`config.mk`:
```
export PLATFORM = sky130hd
export DESIGN_NAME = homog_inverse_seq_flat
export DESIGN_NICKNAME = d
export VERILOG_FILES = /design/src/rtl/linalg_pkg.sv /design/src/rtl/homog_inverse_seq_if.sv /design/src/rtl/fxp_mac.sv /design/src/rtl/homog_inverse_seq.sv /design/src/flat_wrapper.sv
export SDC_FILE = /design/constraint.sdc
export NUM_CORES = 2
export LEC_CHECK = 0
export ABC_AREA = 0
export CAP_MARGIN = 10
export CORE_ASPECT_RATIO = 0.8
export CORE_MARGIN = 4
export CORE_UTILIZATION = 61
export DETAILED_ROUTE_END_ITERATION = 10
export DONT_BUFFER_PORTS = 1
export GPL_TIMING_DRIVEN = 0
export PLACE_DENSITY = 0.77
export SKIP_LAST_GASP = 1
export SYNTH_ARGS = -nofsm -noshare
export SYNTH_HDL_FRONTEND = slang
export SYNTH_SLANG_ARGS = --single-unit
export TNS_END_PERCENT = 50
```
`constraint.sdc`:
```
create_clock -name clk -period 26.5 [get_ports clk]
set_input_delay 3.975 -clock clk [delete_from_list [all_inputs] [get_ports clk]]
set_output_delay 3.975 -clock clk [all_outputs]
set_load 0.01 [all_outputs]
```
`src/rtl/linalg_pkg.sv`:
```
// Shared fixed-point linear-algebra types and helpers for the 4x4 transform blocks.
package linalg_pkg;

  localparam int FXP_WI   = 9;
  localparam int FXP_WF   = 16;
  localparam int FXP_W    = FXP_WI + FXP_WF;
  localparam int FXP_ACCW = 2*FXP_W + 2;

  typedef logic signed [FXP_W-1:0]    fxp_t;
  typedef logic signed [FXP_ACCW-1:0] acc_t;
  typedef logic [3:0][FXP_W-1:0]      vec4_t;
  typedef logic [3:0][3:0][FXP_W-1:0] mat4_t;

  localparam fxp_t FXP_ONE = fxp_t'(1 << FXP_WF);
  localparam acc_t FXP_MAX = acc_t'((1 << (FXP_W-1)) - 1);
  localparam acc_t FXP_MIN = acc_t'(-(1 << (FXP_W-1)));

  typedef enum logic [1:0] {ST_IDLE, ST_MAC, ST_DONE} inv_state_t;

  typedef struct packed {
    logic clip;
    fxp_t val;
  } sat_res_t;

  // Negate the full-precision sum, drop the product's extra fraction bits
  // (floor), then clip to the element range.
  function automatic sat_res_t fxp_sat_shift(input acc_t acc);
    acc_t     shr;
    sat_res_t res;
    shr = (-acc) >>> FXP_WF;
    res.clip = 1'b0;
    if (shr > FXP_MAX) begin
      res.val  = FXP_MAX[FXP_W-1:0];
      res.clip = 1'b1;
    end else if (shr < FXP_MIN) begin
      res.val  = FXP_MIN[FXP_W-1:0];
      res.clip = 1'b1;
    end else begin
      res.val = shr[FXP_W-1:0];
    end
    return res;
  endfunction

endpackage

```
`src/rtl/homog_inverse_seq_if.sv`:
```
// Handshake bundle for the homogeneous-transform inverter.
interface homog_inverse_seq_if #(
  parameter int WI = 9,
  parameter int WF = 16
);
  logic                          in_valid;
  logic                          in_ready;
  logic [3:0][3:0][WI+WF-1:0]    H_in;
  logic                          out_valid;
  logic                          out_ready;
  logic [3:0][3:0][WI+WF-1:0]    Hinv_out;
  logic                          sat;
  logic                          bad_row;

  modport master (
    output in_valid, H_in, out_ready,
    input  in_ready, out_valid, Hinv_out, sat, bad_row
  );

  modport slave (
    input  in_valid, H_in, out_ready,
    output in_ready, out_valid, Hinv_out, sat, bad_row
  );
endinterface

```
`src/rtl/fxp_mac.sv`:
```
// Signed multiply-accumulate: sum = (clr ? 0 : acc) + a*b, registered when en.
module fxp_mac #(
  parameter int AW   = 25,
  parameter int BW   = 25,
  parameter int ACCW = 52
) (
  input  logic                   clk,
  input  logic                   clr,
  input  logic                   en,
  input  logic signed [AW-1:0]   a,
  input  logic signed [BW-1:0]   b,
  output logic signed [ACCW-1:0] sum
);
  logic signed [AW+BW-1:0] prod_p0;
  logic signed [ACCW-1:0]  acc_p1;

  // Full-precision product and the value the accumulator will take
  always_comb begin
    prod_p0 = a * b;
    sum     = (clr ? '0 : acc_p1) + $signed({{(ACCW-AW-BW){prod_p0[AW+BW-1]}}, prod_p0});
  end

  // Accumulator register; data only, cleared through clr rather than reset
  always_ff @(posedge clk) begin
    if (en) acc_p1 <= sum;
  end
endmodule

```
`src/rtl/homog_inverse_seq.sv`:
```
// Sequential inverse of a rigid 4x4 homogeneous transform: R^T and -R^T t,
// with the translation computed on one shared MAC over nine cycles.
module homog_inverse_seq
  import linalg_pkg::*;
#(
  parameter int WI   = FXP_WI,
  parameter int WF   = FXP_WF,
  parameter int ACCW = 2*(WI+WF)+2
) (
  input logic          clk,
  input logic          reset,
  homog_inverse_seq_if.slave bus
);
  localparam int W = WI + WF;
  localparam logic [W-1:0] ONE_W = W'(1) << WF;

  inv_state_t state_q, state_d;
  logic [1:0] r_q, r_d, k_q, k_d;
  logic [3:0][3:0][W-1:0] h_q;
  logic [3:0][3:0][W-1:0] hinv_q;
  logic sat_q, bad_q;
  logic mac_en, mac_clr, accept;
  logic signed [W-1:0]    mac_a, mac_b;
  logic signed [ACCW-1:0] mac_sum;
  sat_res_t t_res;

  assign accept = (state_q == ST_IDLE) && bus.in_valid;
  assign t_res  = fxp_sat_shift(mac_sum);

  fxp_mac #(.AW(W), .BW(W), .ACCW(ACCW)) u_mac (
    .clk (clk),
    .clr (mac_clr),
    .en  (mac_en),
    .a   (mac_a),
    .b   (mac_b),
    .sum (mac_sum)
  );

  // Control state: FSM plus row/column counters of the dot products
  always_ff @(posedge clk or posedge reset) begin
    if (reset) begin
      state_q <= ST_IDLE;
      r_q     <= 2'd0;
      k_q     <= 2'd0;
    end else begin
      state_q <= state_d;
      r_q     <= r_d;
      k_q     <= k_d;
    end
  end

  // Next state and MAC sequencing: t'_r = -sum_k H[r][k] * H[3][k]
  always_comb begin
    state_d = state_q;
    r_d     = r_q;
    k_d     = k_q;
    mac_en  = 1'b0;
    mac_clr = 1'b0;
    mac_a   = h_q[r_q][k_q];
    mac_b   = h_q[3][k_q];
    case (state_q)
      ST_IDLE: begin
        if (bus.in_valid) begin
          state_d = ST_MAC;
          r_d     = 2'd0;
          k_d     = 2'd0;
        end
      end
      ST_MAC: begin
        mac_en  = 1'b1;
        mac_clr = (k_q == 2'd0);
        if (k_q == 2'd2) begin
          k_d = 2'd0;
          if (r_q == 2'd2) state_d = ST_DONE;
          else             r_d     = r_q + 2'd1;
        end else begin
          k_d = k_q + 2'd1;
        end
      end
      ST_DONE: begin
        if (bus.out_ready) state_d = ST_IDLE;
      end
      default: state_d = ST_IDLE;
    endcase
  end

  // Operand capture; held untouched until the next accept
  always_ff @(posedge clk) begin
    if (accept) h_q <= bus.H_in;
  end

  // Result matrix and flags: fixed fields at capture, translation per row
  always_ff @(posedge clk or posedge reset) begin
    if (reset) begin
      hinv_q <= '0;
      sat_q  <= 1'b0;
      bad_q  <= 1'b0;
    end else if (accept) begin
      for (int c = 0; c < 4; c++) begin
        for (int r = 0; r < 4; r++) begin
          if (c < 3 && r < 3)       hinv_q[c][r] <= bus.H_in[r][c];
          else if (c == 3 && r == 3) hinv_q[c][r] <= ONE_W;
          else                      hinv_q[c][r] <= '0;
        end
      end
      sat_q <= 1'b0;
      bad_q <= (bus.H_in[0][3] != '0) | (bus.H_in[1][3] != '0) |
               (bus.H_in[2][3] != '0) | (bus.H_in[3][3] != ONE_W);
    end else if (state_q == ST_MAC && k_q == 2'd2) begin
      hinv_q[3][r_q] <= t_res.val;
      if (t_res.clip) sat_q <= 1'b1;
    end
  end

  assign bus.in_ready  = (state_q == ST_IDLE);
  assign bus.out_valid = (state_q == ST_DONE);
  assign bus.Hinv_out  = hinv_q;
  assign bus.sat       = sat_q;
  assign bus.bad_row   = bad_q;
endmodule

```
`src/flat_wrapper.sv`:
```
// flat-port wrapper written by rule: the top's interface ports become plain ports
module homog_inverse_seq_flat import linalg_pkg::*;
#(
  parameter int WI   = FXP_WI,
  parameter int WF   = FXP_WF,
  parameter int ACCW = 2*(WI+WF)+2
)
  (clk, reset, bus_in_valid, bus_H_in, bus_out_ready, bus_in_ready, bus_out_valid, bus_Hinv_out, bus_sat, bus_bad_row);
  homog_inverse_seq_if #(.WI(WI), .WF(WF)) bus_i ();
  input logic clk;
  input logic reset;
  input wire logic [$bits(bus_i.in_valid)-1:0] bus_in_valid;
  input wire logic [$bits(bus_i.H_in)-1:0] bus_H_in;
  input wire logic [$bits(bus_i.out_ready)-1:0] bus_out_ready;
  output wire logic [$bits(bus_i.in_ready)-1:0] bus_in_ready;
  output wire logic [$bits(bus_i.out_valid)-1:0] bus_out_valid;
  output wire logic [$bits(bus_i.Hinv_out)-1:0] bus_Hinv_out;
  output wire logic [$bits(bus_i.sat)-1:0] bus_sat;
  output wire logic [$bits(bus_i.bad_row)-1:0] bus_bad_row;
  assign bus_i.in_valid = bus_in_valid;
  assign bus_i.H_in = bus_H_in;
  assign bus_i.out_ready = bus_out_ready;
  assign bus_in_ready = bus_i.in_ready;
  assign bus_out_valid = bus_i.out_valid;
  assign bus_Hinv_out = bus_i.Hinv_out;
  assign bus_sat = bus_i.sat;
  assign bus_bad_row = bus_i.bad_row;
  homog_inverse_seq #(.WI(WI), .WF(WF), .ACCW(ACCW)) u_core (.clk(clk), .reset(reset), .bus(bus_i));
endmodule
```
==> flow_summary.toml <==
[global_route]
grt_remaining_overflow = 0
grtUsageTotal_pct = 44.3
grt_pass1_vias = 42200
grt_pass1_wl_um = 307000
grt_start_max_net_pins = 122
antenna_found_initial = 38

[logic_synthesis]
synth_cells = 5273
ys.flop_type = "edfxtp_1"
ys_warn_count = 0
synth_area_per_cell_um2 = 10.9
yosysSeqAreaShare_pct = 38.2
yosysUniqueCellTypes = 84
synth-seq-cells = 785
yosysTopAreaCellShare_pct = 23.7
ys_async_sr_fraction_pct = 42.4
yosys.area.top_type = "edfxtp_1"
ys_top_cells_by_area = "edfxtp_1, fa_1, dfrtp_1"
synth_edf_count = 452
syn_area_mm2 = 0.0574

[timing]
rsz0062_at_grt = "no"
period_minus_slack_ns = 17.76
finalSetupViolCount = 0
worst_pin_slew_ns = 1.41
fin_crit_sh_pct = 67.0
finalClockSkew_ns = 0.0721
hold_violations = 0
relSlewSlack_pct = 4.81
fmax_mhz = 56.3
hold_slack_ns = 0.555
slew_violations = 0
setup_tns_ns = 0

[detailed_routing]
dr.pass1.iters = 6
wl_per_cell_um = 32.5
wirelength_um = 220000
vias_per_cell = 6.43
vias = 43600
drtIter0Drc = 6559
ant_nets = 0
drcViolationCount = 0

[worst_setup_path]
cp.arrival_ns = 18.27
start_kind = "flop"
cpPeakStageDelay_ns = 0.96
cp_slowest_cell = "a311oi_1"
cp.required_ns = 27.01
cp_max_fo = 10
critical_path_class = "reg -> reg"
crit_top_cell = "fa_1"
endpoint_kind = "flop"

[place]
place.gp.congestion = 1.08
dp_hpwl_um = 181000
port_buffers = 0

[finish]
final_nets = 6711
drive_above_1_share_pct = 7.87
fillers = 7111
final_common_cell = "nand2_1"
final_cell_mix = "nand2_1, inv_1, fa_1"
area_growth_pct = 8.63

[run_status]
status = "finished, final reports clean"

[clocking]
htreeDepth = 3
worstSkewPairLatency_ns = 0.68
cts_hold_buf = 0
post_cts_resized = 0
cts_sinks = 785
cts_buffers = 75
postCtsSetupBuffers = 0
clk_pin_slew_ns = 0.06
root_buffer = "clkbuf_16"
cts_tree = "built"
cts_buffer_depth = 3

[die]
coreArea_mm2 = 0.0932
die_h_um = 282
dieWidth_um = 351
row_count = 100
start_util_pct = 61.5
die_area_mm2 = 0.0990
ios = 808

[job]
drv_cap = 0

[min_path]
min-delay-path-class = "reg -> reg"
-- metal layers --
| layer | vias up | track usage [%] | routed length (um) |
|---|---|---|---|
| li1 | 17500 | - | - |
| met1 | 21900 | 59.3 | 78800 |
| met2 | 3455 | 61.1 | 91400 |
| met3 | 689 | 19.7 | 35200 |
| met4 | 14 | 23.2 | 14200 |
| met5 | - | 1.23 | 250 |
-- registers in the layout (all words and copies together) (netlist names) --
register	count
u_core.u_mac.acc_p1	52
u_core.bus.sat	1
u_core.bus.Hinv_out	325
u_core.k_q	2
u_core.state_q	2
u_core.bus.bad_row	1
u_core.r_q	2
u_core.h_q	400
-- layout make-up --
| type | count | area (um^2) | share of cell area, % |
|---|---|---|---|
| multi-input cells | 3546 | 31600 | 50.7 |
| plain buffers | 321 | 1580 | 2.53 |
| inverters | 695 | 2620 | 4.20 |
| repair buffers | 28 | 420 | 0.675 |
| well taps | 1224 | 1530 | 2.46 |
| diodes | 33 | 82.6 | 0.133 |
| clock inverters | 37 | 483 | 0.775 |
| clock buffers | 101 | 2130 | 3.42 |
| flip-flops and latches | 785 | 21900 | 35.2 |
-- Yosys cell counts, types with 31 or more instances --
cell	instances
a21o_1	47
a21oi_1	113
a221o_1	92
buf_4	75
clkbuf_1	206
dfrtp_1	333
edfxtp_1	452
fa_1	659
ha_1	196
inv_1	693
mux2_2	37
mux2i_1	41
mux4_2	113
nand2_1	1079
nand2b_1	31
nand3_1	42
nor2_1	393
nor2b_1	70
nor3_1	37
nor4_1	33
o21a_1	46
o21ai_0	87
xnor2_1	88
-- through the flow --
step	instances	setup WS (ns)	utilization, %	instance area [um^2]
after floorplan	5347	10.12	-	57600
after CTS	6731	9.15	66.7	62100
after detailed placement	6593	9.15	63.9	59500
after global routing	6759	8.10	66.8	62300
final	6770	8.74	66.8	62300
after global placement	6571	4.60	63.5	59200
-- cell families (layout without fill, tap and decap cells) --
family | after synthesis | count (layout) | synth area share (%)
compound gates | 522 | 522 | 6.45
other cells | 1 | 108 | 0.00654
simple gates | 1786 | 1786 | 13.1
fa+ha+maj | 855 | 855 | 27.3
flops | 785 | 785 | 38.2
buf+inv | 1016 | 1182 | 7.29
xor+xnor | 117 | 117 | 1.80
mux | 191 | 191 | 5.88
-- path summary, 6_finish.rpt --
check	end	depth (start not counted)	from	slack [ns]
hold reg to reg	u_core.bus.Hinv_out[113]$_DFFE_PP0P_	2	u_core.bus.Hinv_out[113]$_DFFE_PP0P_	0.56
setup / recovery	u_core.bus.Hinv_out[320]$_DFFE_PP0P_	51	u_core.r_q[0]$_DFFE_PP0P_	8.74
hold / removal	u_core.bus.Hinv_out[113]$_DFFE_PP0P_	2	u_core.bus.Hinv_out[113]$_DFFE_PP0P_	0.56
setup reg to reg	u_core.bus.Hinv_out[320]$_DFFE_PP0P_	51	u_core.r_q[0]$_DFFE_PP0P_	8.74
max in group asynchronous	u_core.bus.Hinv_out[134]$_DFFE_PP0P_	3	reset	21.36
min in group asynchronous	u_core.bus.Hinv_out[355]$_DFFE_PP0P_	1	reset	3.30
-- critical path, delay by kind of cell (launching register included) --
kind            cells  cell delay [ns]
xor+xnor            2             0.32
flops               1             0.56
fa+ha+maj           9             4.31
compound gates     14             4.54
buf+inv            14             4.52
simple gates       10             2.54
mux                 2             0.81
Power is not shown: default switching activity piles up to over one toggle a cycle in this logic, so the estimate is an artifact.
